## config.mk

```make
export PLATFORM = sky130hd
export DESIGN_NAME = ram_access_ctrl
export DESIGN_NICKNAME = d
export VERILOG_FILES = /design/src/rtl/mcu_ram_pkg.sv /design/src/rtl/rr_arb2.sv /design/src/rtl/ram_access_ctrl.sv
export SDC_FILE = /design/constraint.sdc
export NUM_CORES = 1
export LEC_CHECK = 0
export BUFFER_PORTS_ARGS = -buffer_cell sky130_fd_sc_hd__buf_4
export CORE_MARGIN = 5
export CORE_UTILIZATION = 39
export CTS_CLUSTER_SIZE = 28
export DETAILED_ROUTE_END_ITERATION = 10
export GPL_ROUTABILITY_DRIVEN = 0
export GPL_TIMING_DRIVEN = 0
export PLACE_DENSITY = 0.68
export SETUP_SLACK_MARGIN = 0.1
export SLEW_MARGIN = 20
export SYNTH_ARGS = -nofsm -noshare
export SYNTH_HDL_FRONTEND = slang
export SYNTH_SLANG_ARGS = --single-unit
```

## constraint.sdc

```tcl
create_clock -name clk -period 2 [get_ports clk]
set_input_delay 0.6 -clock clk [delete_from_list [all_inputs] [get_ports clk]]
set_output_delay 0.6 -clock clk [all_outputs]
set_load 0.01 [all_outputs]
```

## src/rtl/mcu_ram_pkg.sv

```systemverilog
// Shared types and defaults for the data-RAM access controller.
package mcu_ram_pkg;

  localparam int RAM_AW = 8;
  localparam int RAM_DW = 16;
  localparam int HOLD_W = 4;

  typedef enum logic [1:0] {
    IDLE   = 2'd0,
    SETUP  = 2'd1,
    STROBE = 2'd2,
    DONE   = 2'd3
  } state_t;

  typedef enum logic {
    OP_RD = 1'b0,
    OP_WR = 1'b1
  } op_t;

  // Preload value for the strobe-hold down-counter (counts HOLD_CYC-1 .. 0).
  function automatic logic [HOLD_W-1:0] hold_load(input int hold_cyc);
    return HOLD_W'(hold_cyc - 1);
  endfunction

endpackage

```

## src/rtl/rr_arb2.sv

```systemverilog
// Two-way round-robin arbiter; the last-grant register lives in the parent.
module rr_arb2 (
  input  logic [1:0] req,
  input  logic       last_gnt,
  input  logic       enable,
  output logic [1:0] gnt
);

  // A lone requester wins outright; on contention the port that did not go last wins.
  always_comb begin
    gnt = 2'b00;
    if (enable) begin
      case (req)
        2'b01:   gnt = 2'b01;
        2'b10:   gnt = 2'b10;
        2'b11:   gnt = last_gnt ? 2'b01 : 2'b10;
        default: gnt = 2'b00;
      endcase
    end
  end

endmodule

```

## src/rtl/ram_access_ctrl.sv

```systemverilog
// Two-port arbiter and strobe sequencer for the edge-strobed 256x16 data RAM.
module ram_access_ctrl
  import mcu_ram_pkg::*;
#(
  parameter int AW       = RAM_AW,
  parameter int DW       = RAM_DW,
  parameter int HOLD_CYC = 1
) (
  input  logic          clk,
  input  logic          rst_n,
  input  logic          req0,
  input  logic          wr0,
  input  logic [AW-1:0] addr0,
  input  logic [DW-1:0] wdata0,
  output logic          ack0,
  input  logic          req1,
  input  logic          wr1,
  input  logic [AW-1:0] addr1,
  input  logic [DW-1:0] wdata1,
  output logic          ack1,
  output logic [DW-1:0] rdata,
  output logic          busy,
  output logic          ram_cs,
  output logic          ram_we,
  output logic          ram_re,
  output logic [AW-1:0] ram_addr,
  output logic [DW-1:0] ram_data,
  input  logic [DW-1:0] ram_q
);

  state_t            state;
  op_t               op;
  logic              last_gnt;
  logic              cur_port;
  logic [HOLD_W-1:0] hold_cnt;
  logic [1:0]        gnt;

  rr_arb2 u_arb (
    .req      ({req1, req0}),
    .last_gnt (last_gnt),
    .enable   (state == IDLE),
    .gnt      (gnt)
  );

  // Access sequencer: every RAM-facing signal and ack is a flop so strobes cannot glitch.
  always_ff @(posedge clk or negedge rst_n) begin
    if (!rst_n) begin
      state    <= IDLE;
      op       <= OP_RD;
      last_gnt <= 1'b1;
      cur_port <= 1'b0;
      hold_cnt <= '0;
      ram_cs   <= 1'b0;
      ram_we   <= 1'b0;
      ram_re   <= 1'b0;
      ram_addr <= '0;
      ram_data <= '0;
      rdata    <= '0;
      ack0     <= 1'b0;
      ack1     <= 1'b0;
      busy     <= 1'b0;
    end else begin
      ack0 <= 1'b0;
      ack1 <= 1'b0;
      case (state)
        IDLE: begin
          if (gnt != 2'b00) begin
            cur_port <= gnt[1];
            last_gnt <= gnt[1];
            op       <= gnt[1] ? op_t'(wr1) : op_t'(wr0);
            ram_addr <= gnt[1] ? addr1 : addr0;
            ram_data <= gnt[1] ? wdata1 : wdata0;
            ram_cs   <= 1'b1;
            busy     <= 1'b1;
            state    <= SETUP;
          end
        end
        SETUP: begin
          // Address/data have been stable for a full cycle; raise the strobe now.
          ram_we   <= (op == OP_WR);
          ram_re   <= (op == OP_RD);
          hold_cnt <= hold_load(HOLD_CYC);
          state    <= STROBE;
        end
        STROBE: begin
          if (hold_cnt == '0) begin
            ram_we <= 1'b0;
            ram_re <= 1'b0;
            // Capture on entry to DONE so rdata is valid in the same cycle as ack.
            if (op == OP_RD) begin
              rdata <= ram_q;
            end
            ack0  <= ~cur_port;
            ack1  <= cur_port;
            state <= DONE;
          end else begin
            hold_cnt <= hold_cnt - 1'b1;
          end
        end
        DONE: begin
          ram_cs <= 1'b0;
          busy   <= 1'b0;
          state  <= IDLE;
        end
        default: begin
          state <= IDLE;
        end
      endcase
    end
  end

endmodule

```

==> impl_metrics.json <==
{
  "start_kind": "flip-flop",
  "hold_path_class": "in -> async",
  "intPower_w": 0.00319,
  "start_util_pct": 40.7,
  "port-buffer-count": 115,
  "die_y_um": 91.9,
  "io_pins": 116,
  "crit_chain": "inv_1 -> ha_1 -> or3b_1 -> a22oi_2 -> mux2_1",
  "cts_tree": "built",
  "clock_path_buffers": 2,
  "p_per_area_mw_per_mm2": 1370,
  "grt_first_pass_wirelength_mm": 11.3,
  "synth_nets": 314,
  "setup_viol": 0,
  "grt_util_met2_pct": 26.9,
  "maxSlewViolCount": 0,
  "slowest_delay_ns": 0.43,
  "clk_latency_ns": 0.31,
  "synth_compound_area_share_pct": 13.9,
  "rows": 29,
  "ant_nets": 0,
  "maxCapViolations": 0,
  "final_hold_viol_count": 0,
  "synthMuxAreaShare_pct": 8.47,
  "yosysTopAreaCellShare_pct": 50.7,
  "fin_crit_ns": 1.82,
  "grt.overflow.total": 0,
  "grt_max_degree": 55,
  "synth_top_family_by_area": "simple AND/OR/NAND/NOR gates",
  "routedWlPerCell_um": 15.2,
  "worst_slew_pin_slew_ns": 0.661,
  "fin_skew_ns": 0.00350,
  "seq_power_share_pct": 37.5,
  "combPwrFrac_pct": 50.7,
  "cts_made_buffers": 5,
  "synth-simple-area-share_pct": 18.2,
  "use_met1_pct": 21.1,
  "clkPwrFrac_pct": 11.8,
  "rsz0062_at_grt": "no",
  "drtPass1Iterations": 4,
  "status": "finished, final reports clean",
  "grt_busiest_layer": "met2",
  "relSlewSlack_pct": 55.9,
  "fillers": 609,
  "clock-sinks": 54,
  "synthesis.instances": 239,
  "core_mm2": 0.00642,
  "dpl.hpwl_mm": 5.23,
  "diodes": 0,
  "synth_area_mm2": 0.00261,
  "switching_share_pct": 36.8,
  "ys_top_cells_by_area": "dfrtp_1 51%, or3b_1 8.7%, mux2_2 6.5%, a31oi_1 6.0%, o21ai_0 5.9%",
  "ys_warn_count": 0,
  "drt_wl_total_mm": 6.71,
  "max_freq_mhz": 549,
  "leakage_nw": 1.70,
  "synth_xor_area_share_pct": 0,
  "use_met3_pct": 5.07,
  "placed_area_mm2": 0.00357,
  "antenna_found_initial": 0,
  "synth.distinct_cells": 36,
  "dieArea_mm2": 0.00844,
  "syn_to_final_growth_pct": 41.3,
  "vdd_drop_max_mv": 0.646,
  "gr-usage-all-layers_pct": 16.5,
  "drive_gt1_share_pct": 43.6,
  "power_w": 0.00505,
  "switching_power_w": 0.00186,
  "layout.cells.most_common": "buf_4",
  "root_buffer": "clkbuf_8",
  "end_kind": "flip-flop",
  "vias_per_cell": 5.00,
  "crit_path_max_fanout": 6,
  "yosysSeqAreaShare_pct": 51.7,
  "synth-seq-cells": 54,
  "initialDrtViolationCount": 80,
  "layout_worst_path_cycle_share_pct": 91.1,
  "grt_pass1_vias": 2248,
  "finish.instance_area_mm2": 0.00369,
  "cts.clk_slew.worst_paths_ns": 0.09,
  "fin_tns_setup_ns": 0,
  "final_cell_mix": "120 x buf_4, 53 x dfrtp_1, 31 x o21ai_0",
  "cp_slowest_cell": "or3b_1",
  "synth_top_area_cell": "dfrtp_1",
  "die_x_um": 91.9,
  "cts_hold_buf": 0,
  "syn_area_per_cell_um2": 10.9,
  "synthAdderAreaFrac_pct": 2.39,
  "vias": 2212,
  "post-route-drc-count": 0,
  "h-tree-depth": 2,
  "worstPathRequired_ns": 2.20,
  "worstSetupPathType": "reg -> reg",
  "cp.arrival_ns": 2.02,
  "nets": 440
}
per-layer routing:
layer / vias up / wire length, um / share of wire, %
met5: - / 0 / 0
met4: 0 / 93 / 1.4
met3: 5 / 552 / 8.2
met2: 78 / 3280 / 49
met1: 1029 / 2780 / 41
li1: 1100 / - / -
worst max-delay path, delay by kind of cell, from the launching register on:
family | cells | cell delay [ns]
simple gates | 1 | 0.43
mux | 1 | 0.34
flops | 1 | 0.42
compound gates | 1 | 0.18
buf+inv | 1 | 0.07
fa+ha+maj | 1 | 0.29
timing repair:
| item | CTS | global route |
|---|---|---|
| setup buffers | 3 | 1 |
| setup endpoints to repair | 1 | 24 |
| pin swaps | 1 | 1 |
| resized for setup | 0 | 4 |
logic make-up (layout without fill, tap and decap cells):
family                   count (synthesis)  in the layout
AND/OR/NAND/NOR                         74             74
AO/OA/AOI/OAI                           62             62
flip-flops                              54             54
buffers and inverters                   24            150
multiplexers                            20             20
adder cells (fa/ha/maj)                  5              5
Yosys cell counts (all sizes together):
library cell / n
dfstp: 1
a311o: 1
ha: 5
a21boi: 1
buf: 9
nand3: 1
o22a: 1
a31oi: 25
o21a: 1
o22ai: 1
or3b: 26
nor3: 1
o21ai: 31
and3b: 1
nor2: 29
nor3b: 2
mux2i: 3
inv: 5
nand2b: 3
or3: 1
nand4bb: 1
clkbuf: 10
dfrtp: 53
a22oi: 1
mux2: 17
nand2: 6
nor2b: 1
and2: 2
stage by stage:
stage,util [%],setup WS [ns],hold slack (ns),std cells
floorplan,-,0.288,0.304,239
global placement,55.6,0.143,0.472,431
detailed placement,55.6,0.101,0.480,431
CTS,57.3,0.126,0.337,441
global route,57.5,0.100,0.381,442
finish,57.5,0.179,0.308,442
registers in the layout (all words and copies together), names as in the netlist:
| register | cells |
|---|---|
| hold_cnt | 4 |
| ram_addr | 8 |
| ram_data | 16 |
| last_gnt | 1 |
| state | 2 |
| cur_port | 1 |
| rdata | 16 |
| ram_re | 1 |
| op | 1 |
| ram_we | 1 |
| ram_cs | 1 |
| ack0 | 1 |
| ack1 | 1 |
worst paths after layout:
check,start,end,slack (ns),depth (start not counted)
worst max-delay path,hold_cnt[0],state[1],0.18,5
worst min-delay path,rst_n,ram_addr[3],0.31,1
worst max register to register,hold_cnt[0],state[1],0.18,5
worst min register to register,cur_port,ack0,0.50,1
max in group asynchronous,rst_n,ack0,1.24,1
min in group clk,cur_port,ack0,0.50,1
area by class of cell:
| class | count | area [um^2] | area share [%] |
|---|---|---|---|
| plain buffers | 19 | 121 | 3.29 |
| clock buffers | 5 | 68.8 | 1.86 |
| clock inverters | 2 | 15.0 | 0.407 |
| inverters | 5 | 18.8 | 0.508 |
| multi-input cells | 161 | 1130 | 30.5 |
| flip-flops and latches | 54 | 1350 | 36.6 |
| well taps | 77 | 96.3 | 2.61 |
| repair buffers | 119 | 893 | 24.2 |
power groups by stage:
| stage | Combinational, W | Sequential [W] | Clock, W |
|---|---|---|---|
| 4_1_cts | 0.00258 | 0.00191 | 0.000622 |
| 6_report | 0.00256 | 0.00189 | 0.000593 |
| 3_5_place_dp | 0.00255 | 0.00193 | 0 |
| 3_3_place_gp | 0.00251 | 0.00191 | 0 |
| 2_1_floorplan | 0.00118 | 0.00210 | 0 |
| 5_1_grt | 0.00284 | 0.00196 | 0.000667 |
Power figures use the tool's default switching activity.
